### config.mk
export PLATFORM = sky130hd
export DESIGN_NAME = mvu_result_reader
export DESIGN_NICKNAME = d
export VERILOG_FILES = /design/src/rtl/mvu_pkg.sv /design/src/rtl/barvinn_sync_fifo.sv /design/src/rtl/mvu_result_reader.sv
export SDC_FILE = /design/constraint.sdc
export NUM_CORES = 1
export LEC_CHECK = 0
export ABC_AREA = 1
export BUFFER_PORTS_ARGS = -buffer_cell sky130_fd_sc_hd__buf_2
export CORE_ASPECT_RATIO = 0.7
export CORE_MARGIN = 2
export CORE_UTILIZATION = 64
export CTS_CLUSTER_DIAMETER = 40
export DETAILED_ROUTE_END_ITERATION = 6
export GPL_TIMING_DRIVEN = 0
export PLACE_DENSITY = 0.85
export SLEW_MARGIN = 20
export SYNTH_ARGS = -nofsm -noshare
export SYNTH_HDL_FRONTEND = slang
export SYNTH_SLANG_ARGS = --single-unit
### constraint.sdc
create_clock -name clk -period 13.1 [get_ports clk]
set_clock_uncertainty 0.2 [all_clocks]
set_input_delay 1.31 -clock clk [delete_from_list [all_inputs] [get_ports clk]]
set_output_delay 1.31 -clock clk [all_outputs]
set_load 0.02 [all_outputs]
### src/rtl/mvu_pkg.sv
// Shared MVU constants and types.
//   BDBANKA   : result-RAM address width
//   BDBANKW   : result-RAM word width
//   RR_LEN_W  : width of the result-reader block length
//   rr_state_t: result-reader control states
package mvu_pkg;

  localparam int unsigned BDBANKA  = 15;
  localparam int unsigned BDBANKW  = 64;
  localparam int unsigned RR_LEN_W = BDBANKA + 1;

  typedef enum logic [1:0] {
    IDLE  = 2'd0,
    RUN   = 2'd1,
    DRAIN = 2'd2,
    FIN   = 2'd3
  } rr_state_t;

endpackage

### src/rtl/barvinn_sync_fifo.sv
// Synchronous FIFO with registered empty/full flags and an occupancy count.
//   clk, rst_n : clock, async active-low reset
//   push/wdata : write strobe and data
//   pop/rdata  : read strobe; rdata shows the head entry while non-empty
//   empty/full : status flags
//   count      : number of stored entries (0..DEPTH)
// DEPTH must be a power of 2 so the pointers wrap naturally.
module barvinn_sync_fifo #(
  parameter int unsigned WIDTH = 64,
  parameter int unsigned DEPTH = 4,
  localparam int unsigned CNT_W = $clog2(DEPTH) + 1
) (
  input  logic             clk,
  input  logic             rst_n,
  input  logic             push,
  input  logic [WIDTH-1:0] wdata,
  input  logic             pop,
  output logic [WIDTH-1:0] rdata,
  output logic             empty,
  output logic             full,
  output logic [CNT_W-1:0] count
);

  localparam int unsigned PTR_W = (DEPTH > 1) ? $clog2(DEPTH) : 1;

  logic [WIDTH-1:0] mem [DEPTH];
  logic [PTR_W-1:0] wr_ptr;
  logic [PTR_W-1:0] rd_ptr;
  logic [CNT_W-1:0] count_nx;

  // Storage is not reset; only the pointers define what is valid.
  always_ff @(posedge clk) begin
    if (push) begin
      mem[wr_ptr] <= wdata;
    end
  end

  assign rdata = mem[rd_ptr];

  always_comb begin
    count_nx = count + CNT_W'(push) - CNT_W'(pop);
  end

  always_ff @(posedge clk or negedge rst_n) begin
    if (!rst_n) begin
      wr_ptr <= '0;
      rd_ptr <= '0;
      count  <= '0;
      empty  <= 1'b1;
      full   <= 1'b0;
    end else begin
      if (push) begin
        wr_ptr <= wr_ptr + PTR_W'(1);
      end
      if (pop) begin
        rd_ptr <= rd_ptr + PTR_W'(1);
      end
      count <= count_nx;
      empty <= (count_nx == '0);
      full  <= (count_nx == CNT_W'(DEPTH));
    end
  end

endmodule

### src/rtl/mvu_result_reader.sv
// Result-RAM read-back engine: reads len words starting at baddr over the
// rdc_* port and streams each word out as DATA_W/XLEN XLEN-bit slices,
// least-significant first. Requests are credit-limited against the
// read-data FIFO so output backpressure never drops returned data.
//   clk, rst_n        : clock, async active-low reset
//   start, baddr, len : command (accepted only in idle)
//   busy, done        : transfer in progress / one-cycle completion pulse
//   rdc_en, rdc_addr  : read request (address held until granted)
//   rdc_grnt          : request accepted when high with rdc_en
//   rdc_word          : read data, RD_LAT cycles after acceptance
//   o_valid, o_ready, o_word : output stream
module mvu_result_reader
  import mvu_pkg::*;
#(
  parameter int unsigned ADDR_W     = BDBANKA,
  parameter int unsigned DATA_W     = BDBANKW,
  parameter int unsigned XLEN       = 32,
  parameter int unsigned RD_LAT     = 2,
  parameter int unsigned FIFO_DEPTH = 4
) (
  input  logic              clk,
  input  logic              rst_n,
  input  logic              start,
  input  logic [ADDR_W-1:0] baddr,
  input  logic [ADDR_W:0]   len,
  output logic              busy,
  output logic              done,
  output logic              rdc_en,
  output logic [ADDR_W-1:0] rdc_addr,
  input  logic              rdc_grnt,
  input  logic [DATA_W-1:0] rdc_word,
  output logic              o_valid,
  input  logic              o_ready,
  output logic [XLEN-1:0]   o_word
);

  localparam int unsigned LEN_W  = ADDR_W + 1;
  localparam int unsigned NSLICE = DATA_W / XLEN;
  localparam int unsigned IDX_W  = (NSLICE > 1) ? $clog2(NSLICE) : 1;
  localparam int unsigned CNT_W  = $clog2(FIFO_DEPTH) + 1;

  rr_state_t state;
  rr_state_t state_nx;

  logic [ADDR_W-1:0] addr;
  logic [LEN_W-1:0]  remaining;
  logic [LEN_W-1:0]  remaining_nx;
  logic [LEN_W-1:0]  len_q;
  logic [LEN_W-1:0]  ret_cnt;
  logic [RD_LAT-1:0] pipe_v;
  logic [CNT_W-1:0]  inflight;
  logic [CNT_W-1:0]  inflight_nx;
  logic [CNT_W-1:0]  occ_nx;
  logic [CNT_W:0]    credit_nx;

  logic              start_acc;
  logic              accept;
  logic              pipe_out;
  logic              hs;
  logic              last_slice;
  logic              ser_free;
  logic              bypass;
  logic              ser_load;
  logic [DATA_W-1:0] load_word;
  logic              rdc_en_nx;
  logic              busy_nx;
  logic              done_nx;

  logic              fifo_push;
  logic              fifo_pop;
  logic [DATA_W-1:0] fifo_rdata;
  logic              fifo_empty;
  logic              fifo_full;
  logic [CNT_W-1:0]  fifo_count;

  logic              ser_full;
  logic [DATA_W-1:0] ser_sh;
  logic [IDX_W-1:0]  idx;

  assign rdc_addr = addr;
  assign o_valid  = ser_full;
  assign o_word   = ser_sh[XLEN-1:0];

  barvinn_sync_fifo #(
    .WIDTH (DATA_W),
    .DEPTH (FIFO_DEPTH)
  ) u_fifo (
    .clk   (clk),
    .rst_n (rst_n),
    .push  (fifo_push),
    .wdata (rdc_word),
    .pop   (fifo_pop),
    .rdata (fifo_rdata),
    .empty (fifo_empty),
    .full  (fifo_full),
    .count (fifo_count)
  );

  // Handshakes, serializer refill and credit bookkeeping.
  // A returning word goes straight into an idle serializer when the FIFO
  // is empty, which saves a cycle on the first word of every burst.
  always_comb begin
    start_acc    = start && (state == IDLE);
    accept       = rdc_en && rdc_grnt;
    pipe_out     = pipe_v[RD_LAT-1];
    hs           = ser_full && o_ready;
    last_slice   = (idx == IDX_W'(NSLICE - 1));
    ser_free     = !ser_full || (hs && last_slice);
    fifo_pop     = ser_free && !fifo_empty;
    bypass       = ser_free && fifo_empty && pipe_out;
    fifo_push    = pipe_out && !bypass;
    ser_load     = fifo_pop || bypass;
    load_word    = fifo_pop ? fifo_rdata : rdc_word;
    remaining_nx = start_acc ? len : (remaining - LEN_W'(accept));
    inflight_nx  = start_acc ? '0 : (inflight + CNT_W'(accept) - CNT_W'(pipe_out));
    occ_nx       = fifo_count + CNT_W'(fifo_push) - CNT_W'(fifo_pop);
    credit_nx    = (CNT_W+1)'(inflight_nx) + (CNT_W+1)'(occ_nx);
  end

  // Next state plus next values of the registered control outputs.
  always_comb begin
    state_nx  = state;
    rdc_en_nx = 1'b0;
    busy_nx   = 1'b0;
    done_nx   = 1'b0;
    case (state)
      IDLE: begin
        if (start) begin
          state_nx = (len != '0) ? RUN : FIN;
        end
      end
      RUN: begin
        if (accept && (remaining == LEN_W'(1))) begin
          state_nx = DRAIN;
        end
      end
      DRAIN: begin
        // All data returned, nothing buffered, last slice leaving now.
        if ((ret_cnt == len_q) && fifo_empty && ser_free) begin
          state_nx = FIN;
        end
      end
      FIN: begin
        state_nx = IDLE;
      end
      default: begin
        state_nx = IDLE;
      end
    endcase
    rdc_en_nx = (state_nx == RUN) && (remaining_nx != '0) &&
                (credit_nx < (CNT_W+1)'(FIFO_DEPTH));
    busy_nx   = (state_nx == RUN) || (state_nx == DRAIN);
    done_nx   = (state_nx == FIN);
  end

  // Control, request and return-tracking registers.
  always_ff @(posedge clk or negedge rst_n) begin
    if (!rst_n) begin
      state     <= IDLE;
      addr      <= '0;
      remaining <= '0;
      len_q     <= '0;
      ret_cnt   <= '0;
      pipe_v    <= '0;
      inflight  <= '0;
      rdc_en    <= 1'b0;
      busy      <= 1'b0;
      done      <= 1'b0;
    end else begin
      state     <= state_nx;
      remaining <= remaining_nx;
      inflight  <= inflight_nx;
      rdc_en    <= rdc_en_nx;
      busy      <= busy_nx;
      done      <= done_nx;
      if (start_acc) begin
        addr    <= baddr;
        len_q   <= len;
        ret_cnt <= '0;
        pipe_v  <= '0;
      end else begin
        if (accept) begin
          addr <= addr + ADDR_W'(1);
        end
        if (pipe_out) begin
          ret_cnt <= ret_cnt + LEN_W'(1);
        end
        pipe_v <= (pipe_v << 1) | RD_LAT'(accept);
      end
    end
  end

  // Serializer: a shift register so o_word is always its low slice.
  always_ff @(posedge clk or negedge rst_n) begin
    if (!rst_n) begin
      ser_full <= 1'b0;
      ser_sh   <= '0;
      idx      <= '0;
    end else if (ser_load) begin
      ser_full <= 1'b1;
      ser_sh   <= load_word;
      idx      <= '0;
    end else if (hs) begin
      if (last_slice) begin
        ser_full <= 1'b0;
      end else begin
        ser_sh <= ser_sh >> XLEN;
        idx    <= idx + IDX_W'(1);
      end
    end
  end

  // The credit rule must keep the FIFO from ever overflowing.
  a_no_overflow: assert property (@(posedge clk) disable iff (!rst_n)
    !(fifo_push && fifo_full));

endmodule

==> results.json <==
{
  "ys_top_cells_by_area": "edfxtp_1 44%, dfrtp_1 21%, nand2_1 7.8%, nor2_1 3.7%, nand3_1 3.6%",
  "yosys.area_share.simple": 0.167,
  "clk_pin_slew_ns": 0.07,
  "fill_cells": 1697,
  "start_util": 0.650,
  "hpwl_um": 32300,
  "dieWidth_um": 201,
  "gp_congestion": 0.891,
  "min_path_type": "reg -> reg",
  "synth_top_area_frac": 0.444,
  "multi_input_area_mm2": 0.00512,
  "yosys.area.top_type": "edfxtp_1",
  "instances_no_fill": 2239,
  "grtUsageTotal": 0.339,
  "die-area_mm2": 0.0284,
  "slowest_delay_ns": 0.42,
  "syn_to_final_growth_pct": 16.7,
  "synth_warnings": 0,
  "cts.htree.levels": 2,
  "reg2reg_slack_ns": 9.17,
  "p_per_area_mw_per_mm2": 227,
  "cts_tree": "done",
  "clk_latency_ns": 0.55,
  "syn-num-nets": 1752,
  "pre_cts_ws_ns": 8.46,
  "regArea_mm2": 0.0114,
  "stdcell_area_mm2": 0.0202,
  "finalHoldViolations": 0,
  "crit_fanout": 10,
  "vias": 14000,
  "fin_crit_ns": 4.30,
  "seq_power_share": 0.385,
  "finalWirelength_um": 48300,
  "swShare": 0.398,
  "clockPowerShare": 0.247,
  "synth-xor-area-share": 0.0131,
  "setup_slack_ns": 8.80,
  "place_area_mm2": 0.0189,
  "synth_cell_types": 42,
  "synth_top_family_by_area": "simple AND/OR/NAND/NOR gates",
  "synthAdderAreaFrac": 0.0146,
  "final_nets": 1958,
  "syn_area_per_cell_um2": 10.6,
  "core_mm2": 0.0267,
  "postCtsSetupBuffers": 0,
  "grt.met3_usage": 0.0926,
  "placement_rows": 50,
  "combPwrFrac": 0.368,
  "grt_pass1_vias": 13400,
  "critPathSlowestCell": "fa_1",
  "tns_ns": 0,
  "p_sw_w": 0.00183,
  "synth.area.mux_share": 0,
  "maxCapViolCount": 0,
  "fmax_mhz": 233,
  "crit_path_end_kind": "flop",
  "wl_per_cell_um": 21.6,
  "p_leak_nw": 8.08,
  "cts.sinks": 403,
  "detail-route-antenna-nets": 0,
  "cp_cell_sequence": "buf_2, a21boi_2, nor2_4, buf_2, buf_2, ha_1, inv_1, ha_1, inv_1, fa_1, xnor2_1, ha_1, nor4_1, nand2_1, a21oi_1",
  "cts-root-buf": "clkbuf_16",
  "via_per_inst": 6.24,
  "antenna_found_initial": 6,
  "intPower_w": 0.00276,
  "first_pass_iters": 6,
  "seq_area_frac_synth": 0.656,
  "drive_gt1_frac": 0.162,
  "ir_drop_mv": 0.120,
  "cts_buffers": 41,
  "synth_compound_area_frac": 0.0990,
  "grt_overflow_total": 0,
  "synth-seq-cells": 403,
  "startpoint_type": "input port",
  "setup_viol": 0,
  "drc_errors": 0,
  "drt_iter0_markers": 1969,
  "clockBufferDepth": 3,
  "status": "completed",
  "netlist_area_mm2": 0.0173,
  "mostFrequentLayoutCells": "361 x nand2_1, 256 x edfxtp_1, 176 x buf_2",
  "syn_inst": 1633,
  "met1_usage": 0.480,
  "arrival_ns": 4.55,
  "final.period_utilization": 0.328,
  "dieHeight_um": 142,
  "ios": 151,
  "worstPathRequired_ns": 13.36,
  "grt_pass1_wl_um": 73500,
  "grt-busiest-layer": "met2",
  "io_buffers": 150,
  "holdBufCountCts": 0,
  "whs_ns": 0.270,
  "numPlacedInstances": 2160,
  "ctsResizeCount": 0,
  "grt_start_max_net_pins": 98,
  "maxSlewViolCount": 0,
  "grt_setup_unrepaired": "no",
  "final_common_cell": "nand2_1",
  "use_met2": 0.514,
  "critical_path_class": "in -> reg",
  "worstMarginPinSlew_ns": 0.815,
  "slew_headroom": 0.457
}
layout make-up:
cell class,instances,area share
diodes,5,0.000619
plain buffers,115,0.0291
clock buffers,56,0.0561
clock inverters,18,0.00705
inverters,77,0.0143
multi-input cells,1038,0.253
flip-flops and latches,403,0.562
well taps,364,0.0225
repair buffers,163,0.0553
synth_stat cells, drive strengths merged:
library cell / n
nand2: 363
edfxtp: 256
nor2: 173
dfrtp: 146
o21ai: 128
nand3: 124
a21oi: 93
inv: 76
buf: 68
clkbuf: 47
o22ai: 35
a41oi: 31
ha: 17
nor3: 15
xor2: 14
xnor2: 12
nor4: 8
nand4: 6
o211ai: 6
a31oi: 3
a21boi: 2
fa: 2
o21bai: 2
and2: 1
clkinv: 1
dfstp: 1
o2111ai: 1
o32a: 1
or3: 1
power by group through the flow:
stage	clock network (W)	registers (W)	logic, W
floorplan	0	0.00175	0.00106
global placement	0	0.00177	0.00153
detailed placement	0	0.00178	0.00161
CTS	0.00113	0.00175	0.00164
global route	0.00118	0.00178	0.00183
finish	0.00113	0.00177	0.00169
metal layers:
layer	routed length (um)	up-vias
met3	6950	147
li1	-	6065
met5	0	-
met2	21700	1101
met1	18300	6668
met4	1400	0
logic make-up after synthesis:
group / count (synthesis)
simple gates: 691
flops: 403
compound gates: 302
buf+inv: 192
xor+xnor: 26
fa+ha+maj: 19
path summary, 6_finish.rpt:
path,startpoint,to,cells past startpoint
min reg2reg,inflight[2]$_DFF_PN0_,inflight[2]$_DFF_PN0_,1
max reg2reg,o_valid$_DFFE_PN0P_,rdc_en$_DFF_PN0_,14
max in group asynchronous,rst_n,remaining[10]$_DFF_PN0_,2
min,inflight[2]$_DFF_PN0_,inflight[2]$_DFF_PN0_,1
min in group asynchronous,rst_n,rdc_addr[13]$_DFFE_PN0P_,1
max,o_ready,rdc_en$_DFF_PN0_,15
through the flow:
| step | util | total power (W) |
|---|---|---|
| floorplan | - | 0.00280 |
| finish | 0.759 | 0.00459 |
| global route | 0.759 | 0.00480 |
| CTS | 0.758 | 0.00453 |
| global placement | 0.696 | 0.00330 |
| detailed placement | 0.711 | 0.00339 |
state kept, by name, summed over array words and instances (netlist names):
name,flops
u_fifo.mem,256
ser_sh,64
len_q,16
remaining,16
ret_cnt,16
rdc_addr,15
inflight,3
u_fifo.count,3
pipe_v,2
state,2
u_fifo.rd_ptr,2
u_fifo.wr_ptr,2
busy,1
done,1
idx,1
o_valid,1
rdc_en,1
u_fifo.empty,1
critical path: cells and delay by family:
family          cells  cell delay (ns)
fa+ha+maj           4             1.16
buf+inv             5             0.96
simple gates        3             0.69
compound gates      2             0.29
xor+xnor            1             0.15
(Power assumes the default switching activity.)
